<file path="config.mk">
export PLATFORM = sky130hd
export DESIGN_NAME = dual_fetch_unit
export DESIGN_NICKNAME = d
export VERILOG_FILES = /design/src/rtl/dual_fetch_unit.sv
export SDC_FILE = /design/constraint.sdc
export NUM_CORES = 1
export LEC_CHECK = 0
export ABC_CLOCK_PERIOD_IN_PS = 2700
export CORE_MARGIN = 2
export CORE_UTILIZATION = 43
export CTS_CLUSTER_SIZE = 25
export DETAILED_ROUTE_END_ITERATION = 16
export PLACE_DENSITY = 0.77
export SKIP_CTS_REPAIR_TIMING = 1
export SLEW_MARGIN = 10
export SYNTH_ARGS = -nofsm -noshare
export SYNTH_HDL_FRONTEND = slang
export SYNTH_SLANG_ARGS = --single-unit
export TNS_END_PERCENT = 10
</file>
<file path="constraint.sdc">
create_clock -name clk -period 2.7 [get_ports clk]
set_input_delay 0.54 -clock clk [delete_from_list [all_inputs] [get_ports clk]]
set_output_delay 0.54 -clock clk [all_outputs]
set_load 0.03 [all_outputs]
</file>
<file path="src/rtl/dual_fetch_unit.sv">
// dual_fetch_unit
//   Instruction fetch stage that sits directly in front of the dual-port
//   instruction/data BRAM. A free-running 4-phase one-hot strobe sequence
//   (i1re -> i2re -> dre -> gwe) drives the BRAM. Each 4-cycle group fetches
//   the pair (pc, pc+1). At the end of the group the pair is either handed to
//   decode through a single valid/ready holding register, or dropped. A pair
//   is dropped when decode is still busy or when a branch redirect is pending.
//
// Ports
//   clk, rst                  single clock, synchronous active-high reset
//   i1re, i2re, dre, gwe      one-hot phase strobes to the BRAM
//   i1addr, i2addr            registered fetch addresses (pc, pc+1)
//   i1in, i2in                BRAM read data for the two instruction ports
//   redirect_valid/_pc        one-cycle flush request and new fetch target
//   ins_ready                 decode accepts the held pair at this edge
//   ins_valid, ins0, ins1,    fetched pair presented to decode
//   ins_pc
module dual_fetch_unit #(
  parameter int                 ADDR_W   = 16,
  parameter logic [ADDR_W-1:0]  RESET_PC = '0
) (
  input  logic              clk,
  input  logic              rst,
  output logic              i1re,
  output logic              i2re,
  output logic              dre,
  output logic              gwe,
  output logic [ADDR_W-1:0] i1addr,
  output logic [ADDR_W-1:0] i2addr,
  input  logic [15:0]       i1in,
  input  logic [15:0]       i2in,
  input  logic              redirect_valid,
  input  logic [ADDR_W-1:0] redirect_pc,
  input  logic              ins_ready,
  output logic              ins_valid,
  output logic [15:0]       ins0,
  output logic [15:0]       ins1,
  output logic [ADDR_W-1:0] ins_pc
);

  localparam logic [ADDR_W-1:0] PC_ONE = ADDR_W'(1);
  localparam logic [ADDR_W-1:0] PC_TWO = ADDR_W'(2);

  logic              run_reg, run_next;
  logic [1:0]        phase_reg, phase_next;
  logic [ADDR_W-1:0] pc_reg, pc_next;
  logic              redirect_pend_reg, redirect_pend_next;
  logic [ADDR_W-1:0] redirect_target_reg, redirect_target_next;
  logic              ins_valid_reg, ins_valid_next;
  logic [15:0]       ins0_reg, ins0_next;
  logic [15:0]       ins1_reg, ins1_next;
  logic [ADDR_W-1:0] ins_pc_reg, ins_pc_next;
  logic [ADDR_W-1:0] i1addr_reg, i1addr_next;
  logic [ADDR_W-1:0] i2addr_reg, i2addr_next;
  logic [3:0]        strobe_vec;
  logic              group_end;

  // One-hot phase decode. Strobes are also forced low combinationally while
  // rst is high, so that a mid-group reset silences the BRAM immediately.
  generate
    for (genvar gi = 0; gi < 4; gi++) begin : g_strobe
      assign strobe_vec[gi] = run_reg & ~rst & (phase_reg == 2'(gi));
    end
  endgenerate

  assign i1re = strobe_vec[0];
  assign i2re = strobe_vec[1];
  assign dre  = strobe_vec[2];
  assign gwe  = strobe_vec[3];

  assign group_end = run_reg && (phase_reg == 2'd3);

  always_comb begin
    run_next             = 1'b1;
    phase_next           = run_reg ? phase_reg + 2'd1 : phase_reg;
    pc_next              = pc_reg;
    redirect_pend_next   = redirect_pend_reg;
    redirect_target_next = redirect_target_reg;
    ins_valid_next       = ins_valid_reg;
    ins0_next            = ins0_reg;
    ins1_next            = ins1_reg;
    ins_pc_next          = ins_pc_reg;
    i1addr_next          = i1addr_reg;
    i2addr_next          = i2addr_reg;

    if (group_end) begin
      if (redirect_valid || redirect_pend_reg) begin
        // A redirect outranks the capture. The fetched pair is on the wrong path.
        pc_next            = redirect_valid ? redirect_pc : redirect_target_reg;
        redirect_pend_next = 1'b0;
        ins_valid_next     = 1'b0;
      end else if (!ins_valid_reg || ins_ready) begin
        ins0_next      = i1in;
        ins1_next      = i2in;
        ins_pc_next    = pc_reg;
        ins_valid_next = 1'b1;
        pc_next        = pc_reg + PC_TWO;
      end
      // Otherwise the slot is still occupied. The pair is dropped and pc is
      // kept, so the same pair is fetched again by the next group.
      i1addr_next = pc_next;
      i2addr_next = pc_next + PC_ONE;
    end else begin
      if (redirect_valid) begin
        // Flush now and defer the pc change to the group boundary. This keeps
        // the addresses stable for the rest of the in-flight group.
        ins_valid_next       = 1'b0;
        redirect_pend_next   = 1'b1;
        redirect_target_next = redirect_pc;
      end else if (ins_valid_reg && ins_ready) begin
        ins_valid_next = 1'b0;
      end
    end
  end

  always_ff @(posedge clk) begin
    if (rst) begin
      run_reg             <= 1'b0;
      phase_reg           <= 2'd0;
      pc_reg              <= RESET_PC;
      redirect_pend_reg   <= 1'b0;
      redirect_target_reg <= RESET_PC;
      ins_valid_reg       <= 1'b0;
      ins0_reg            <= 16'h0000;
      ins1_reg            <= 16'h0000;
      ins_pc_reg          <= RESET_PC;
      i1addr_reg          <= RESET_PC;
      i2addr_reg          <= RESET_PC + PC_ONE;
    end else begin
      run_reg             <= run_next;
      phase_reg           <= phase_next;
      pc_reg              <= pc_next;
      redirect_pend_reg   <= redirect_pend_next;
      redirect_target_reg <= redirect_target_next;
      ins_valid_reg       <= ins_valid_next;
      ins0_reg            <= ins0_next;
      ins1_reg            <= ins1_next;
      ins_pc_reg          <= ins_pc_next;
      i1addr_reg          <= i1addr_next;
      i2addr_reg          <= i2addr_next;
    end
  end

  assign i1addr    = i1addr_reg;
  assign i2addr    = i2addr_reg;
  assign ins_valid = ins_valid_reg;
  assign ins0      = ins0_reg;
  assign ins1      = ins1_reg;
  assign ins_pc    = ins_pc_reg;

endmodule

</file>
### Word level (Yosys, flattened, before mapping)

Cells that the tools add are included.

| cells by class | value |
|---|---|
| equality and inequality tests | 5 |
| $add $sub $neg | 3 |
| bitwise logic cells | 7 |
| multiplexer cells | 13 |
| reductions and logical operators | 11 |

Operators with widths:

| cell | number |
|---|---|
| 16-bit 2-to-1 mux | 4 |
| 16-bit by 1-bit adder with 16-bit output (second input constant) | 1 |
| 16-bit by 2-bit adder with 16-bit output (second input constant) | 1 |
| 1-bit 2-to-1 mux | 9 |
| 1-bit bitwise AND | 5 |
| 2-bit equality test (second input constant) | 2 |
| 2-bit AND reduction | 2 |
| 3-bit by 1-bit != test with 1-bit output (second input constant) | 1 |
| 3-bit AND reduction | 1 |
| 3-bit nonzero test | 1 |
| 2-bit by 1-bit adder with 2-bit output (second input constant) | 1 |
| 2-bit by 1-bit equality test with 1-bit output (second input constant) | 1 |
| 1-bit logical AND | 2 |
| 2-bit logical NOT | 1 |
| 1-bit logical OR | 2 |
| 2-bit by 1-bit != test with 1-bit output (second input constant) | 1 |
| 1-bit inverter | 2 |
| 2-bit nonzero test | 1 |
| 1-bit logical NOT | 1 |

| storage, ports and cells | value |
|---|---|
| register bits | 101 |
| input port bits | 52 |
| logic and storage cells | 49 |
| output and inout bits | 85 |

### Depth between registers and ports, before layout

| logic depth | value |
|---|---|
| word-level depth | 6 |
| mapped depth | 12 |
| depth with buffers taken out | 10 |

### Least setup slack after synthesis

Ideal clock, no wire load.

| path | value |
|---|---|
| kind | in2reg |
| from | input port redirect_valid |
| to | register i2addr_reg[12] (netlist: i2addr[12]) |
| data required time | 2.578 ns |
| data arrival time | 2.803 ns |
| cell stages on the path | 12 |
| setup time | 0.122 ns |
| setup slack | -0.225 ns |
| path buffers | 4 |
| cells stage by stage | buf_4 > buf_6 > buf_2 > buf_1 > nand2_1 > o21ai_0 > ha_1 > inv_1 > nor4_2 > nand4_1 > o31a_1 > a311o_1 |

| between the ends | value |
|---|---|
| longest elaborated chain between the ends | 4 |
| elaborated cells between the ends (all ways) | 5 |
| those cells by class | add/sub (1); mux (3); reduce/logical (1) |

Ends and longest elaborated chain:

| what | RTL line | RTL |
|---|---|---|
| from (decl) | 32 | `input logic redirect_valid,` |
| 16-bit 2-to-1 mux or 1-bit logical OR (tied branches) | -- |  |
| 16-bit 2-to-1 mux (*) | 87 | `if (redirect_valid \|\| redirect_pend_reg) begin` |
| 16-bit 2-to-1 mux (*) | 86 | `if (group_end) begin` |
| 16-bit by 1-bit adder with 16-bit output (*) | 102 | `i2addr_next = pc_next + PC_ONE;` |
| to (signal assigned) | 128 | `i2addr_reg <= RESET_PC + PC_ONE;` |
| to (signal assigned) | 140 | `i2addr_reg <= i2addr_next;` |
| to (decl) | 54 | `logic [ADDR_W-1:0] i2addr_reg, i2addr_next;` |

Every way passes the cells marked *; elsewhere a longest branch is shown, timed or not. The select of a mux whose other input is x is not followed.
A chain may end at the register's enable or synchronous reset.

==> run summary <==
number of H-tree branching levels: 3
routed vias: 4956
Synth top area share: 43.3%
via count of the first global-routing pass: 4565
TritonCTS clock tree: built
number of instances in the synthesized netlist: 614
worst vdd ir: 0.294 mV
hold slack: 0.457 ns
arrival time of the worst setup path: 2.84 ns
detailed-route wire length: 14000 microns
prevailing post-synth register cell: sky130_fd_sc_hd__dfxtp_1
max-cap violations: 0
final setup violation count: 0
final estimated routing congestion in global placement: 0.929
EDFF count, synth: 0
flop-to-flop setup slack: 0.13 ns
top cells by area, synth: sky130_fd_sc_hd__dfxtp_1, sky130_fd_sc_hd__nand2_1, sky130_fd_sc_hd__a21oi_1
combined area of all synthesized cells: 0.00467 sq mm
startpoint-to-endpoint class of the critical path: flip-flop to flip-flop
slew at the pin closest to its max-slew limit: 0.569 ns
DRC Markers: 0
biggest area consumer among synthesized cells: sky130_fd_sc_hd__dfxtp_1
Worst setup SP type: flip-flop
crit path max-delay cell type: sky130_fd_sc_hd__dfxtp_2
Yosys warning count: 0
die height: 108 microns
Final Worst Setup Slack: 0.129 ns
end-of-flow core utilization: 63.8%
HPWL after detailed placement: 10200 microns
CP delay by family, top: compound AO/OA/AOI/OAI gates
DR pass1 iterations: 5
Bufs on Longest Clock Path: 2
count of buffering cells on the critical path with inverters included: 1
Num Clock Sinks: 101
count of antenna-violating nets left after detailed routing: 0
remaining global-route overflow: 0
outcome: completed
number of cell rows: 38
CTS Root Buffer Type: sky130_fd_sc_hd__clkbuf_8
leakage power: 2.39 nW
source of the worst hold timing path: i2addr[5]
number of design-rule violations left by the first detailed-router iteration: 244
Min-Delay Path Depth: 2
share of post-route cells with drive strength above 1: 14.4%
launching point of the worst reg2reg path: i1addr[1]
clock-pin slew on the worst setup and hold paths: 0.10 ns
unrepaired setup endpoints after global routing: no
wire length of the first global-routing pass: 21600 microns
Die Wd: 108 microns
largest fanout of any net on the critical path: 7
highest attainable clock frequency: 389 MHz
capturing point of the worst reg2reg path: i2addr[12]
via density per instance: 5.33
TritonCTS buffer count: 9
Final period util: 95.2%
number of inserted filler cells in the final layout: 914
required time at the endpoint of the critical path: 2.97 ns
number of antenna violations at the first check in global routing: 0
number of storage elements in the synthesis netlist: 101
slowest stage delay, CP: 0.45 ns
max-slew violation count: 0
Worst Skew: 0.0106 ns
Rel. slew slack: 62.0%
post-layout min period: 2.57 ns
Overall Global Routing Usage: 23.2%
power per cell area: 422 mW/mm^2
clock latency on the worst-skew pair: 0.37 ns
count of cells along the worst register-to-register path: 8
number of diodes added for antenna fixing: 0
pin count of the biggest net entering global routing: 51
area taken by multi-input logic gates: 0.00247 sq mm
DP Worst Slack: -0.395 ns
share of flip-flops with an asynchronous set or reset: 0%
distinct cell type count of the synthesized netlist: 51
number of nets in the layout: 842
I/O pin count: 137
Crit. End Element: flip-flop
Net Count, Synth: 672
cell breakdown of the critical path: ha_1 -> inv_1 -> o31ai_1 -> o211ai_1 -> nor4_4 -> nand4_1 -> o31a_1 -> a311o_1
wire per inst: 15.1 microns
count of buffers from port buffering: 136
mean area per synthesized cell: 7.61 sq um
Area growth, synth to finish: 46.3%
total area of sequential cells: 0.00203 sq mm
area of the die: 0.0117 sq mm
core region area: 0.0107 sq mm
destination of the worst hold path: i2addr[5]
hold violation total from the final report: 0
worst min path class: flip-flop to flip-flop
post-synthesis sequential area ratio: 43.3%
initial standard-cell utilization of the core: 43.6%
how the worst max path moves through the flow:
stage	slack, ns	start	cells after the start	end
global placement	-0.33	ins_ready	8	i2addr[15]
global route	0.02	ins_valid	10	i2addr[12]
detailed placement	-0.39	ins_ready	8	i2addr[15]
finish	0.13	i1addr[1]	8	i2addr[12]
CTS	-0.01	ins_ready	8	i2addr[15]
floorplan	0.09	redirect_valid	11	i2addr[12]
stage by stage:
| step | power (mW) | cell area [sq um] | instances | setup TNS (ns) |
|---|---|---|---|---|
| floorplan | 1.77 | 4690 | 614 | 0 |
| global placement | 1.98 | 6550 | 910 | -2.18 |
| detailed placement | 1.99 | 6550 | 910 | -2.74 |
| CTS | 2.89 | 6730 | 926 | -0.00999 |
| global route | 3.00 | 6830 | 929 | 0 |
| finish | 2.88 | 6830 | 929 | 0 |
cells in the final DEF, fill, tap and decap left out, types with 8 or more instances in the layout:
| cell | n |
|---|---|
| sky130_fd_sc_hd__a211oi_1 | 12 |
| sky130_fd_sc_hd__a21oi_1 | 81 |
| sky130_fd_sc_hd__and2_1 | 8 |
| sky130_fd_sc_hd__buf_4 | 64 |
| sky130_fd_sc_hd__clkbuf_8 | 9 |
| sky130_fd_sc_hd__clkdlybuf4s50_1 | 132 |
| sky130_fd_sc_hd__dfxtp_1 | 97 |
| sky130_fd_sc_hd__inv_1 | 10 |
| sky130_fd_sc_hd__nand2_1 | 176 |
| sky130_fd_sc_hd__nand3_1 | 17 |
| sky130_fd_sc_hd__nor2_1 | 26 |
| sky130_fd_sc_hd__nor3_1 | 15 |
| sky130_fd_sc_hd__o21ai_0 | 20 |
| sky130_fd_sc_hd__or3_1 | 8 |
synth_stat cells, drive strengths merged, types with 7 or more instances:
master  number
o21ai       22
nor3        16
and2         8
clkbuf      33
nand2      176
nand3       19
o31a         7
or3          9
a211oi      12
buf         12
xnor2        8
mux2i        7
a21oi       82
dfxtp      101
inv         10
nor2        27
report_power, final:
part	internal, mW	total [mW]	switching, mW	leakage (nW)
logic	0.215	0.430	0.215	1.49
clock network	0.346	0.907	0.561	0.0842
registers	1.52	1.54	0.0269	0.820
total	2.08	2.88	0.803	2.39
layer usage:
layer / GRT usage (%) / share of wire [%]
met4: 9.98 / 2.6
met5: 0 / 0
met1: 28.9 / 43
met2: 40.3 / 49
met3: 2.95 / 5.4
kinds of logic (layout without fill, tap and decap cells):
group	count (synthesis)	in the layout	share of synthesized area [%]
XOR/XNOR	13	13	2.44
multiplexers	7	7	1.50
adder cells (fa/ha/maj)	6	6	1.61
flip-flops	101	101	43.3
AND/OR/NAND/NOR	292	292	28.6
AO/OA/AOI/OAI	140	140	17.3
buffers and inverters	55	230	5.22
tightest hold or removal path: cells and delay by family, from the launching register on:
family             cells  cell delay [ns]
DFF                    1             0.32
and+or+nand+nor        1             0.05
AOI/OAI and AO/OA      1             0.05
area by class of cell:
type	instances	area share, %
Clock buffer	9	1.81
Timing Repair Buffer	204	28.4
Inverter	10	0.550
Multi-Input combinational cell	458	36.2
Sequential cell	101	29.7
Tap cell	140	2.56
Clock inverter	7	0.824
Note: power is estimated with default switching activity, not from simulation.
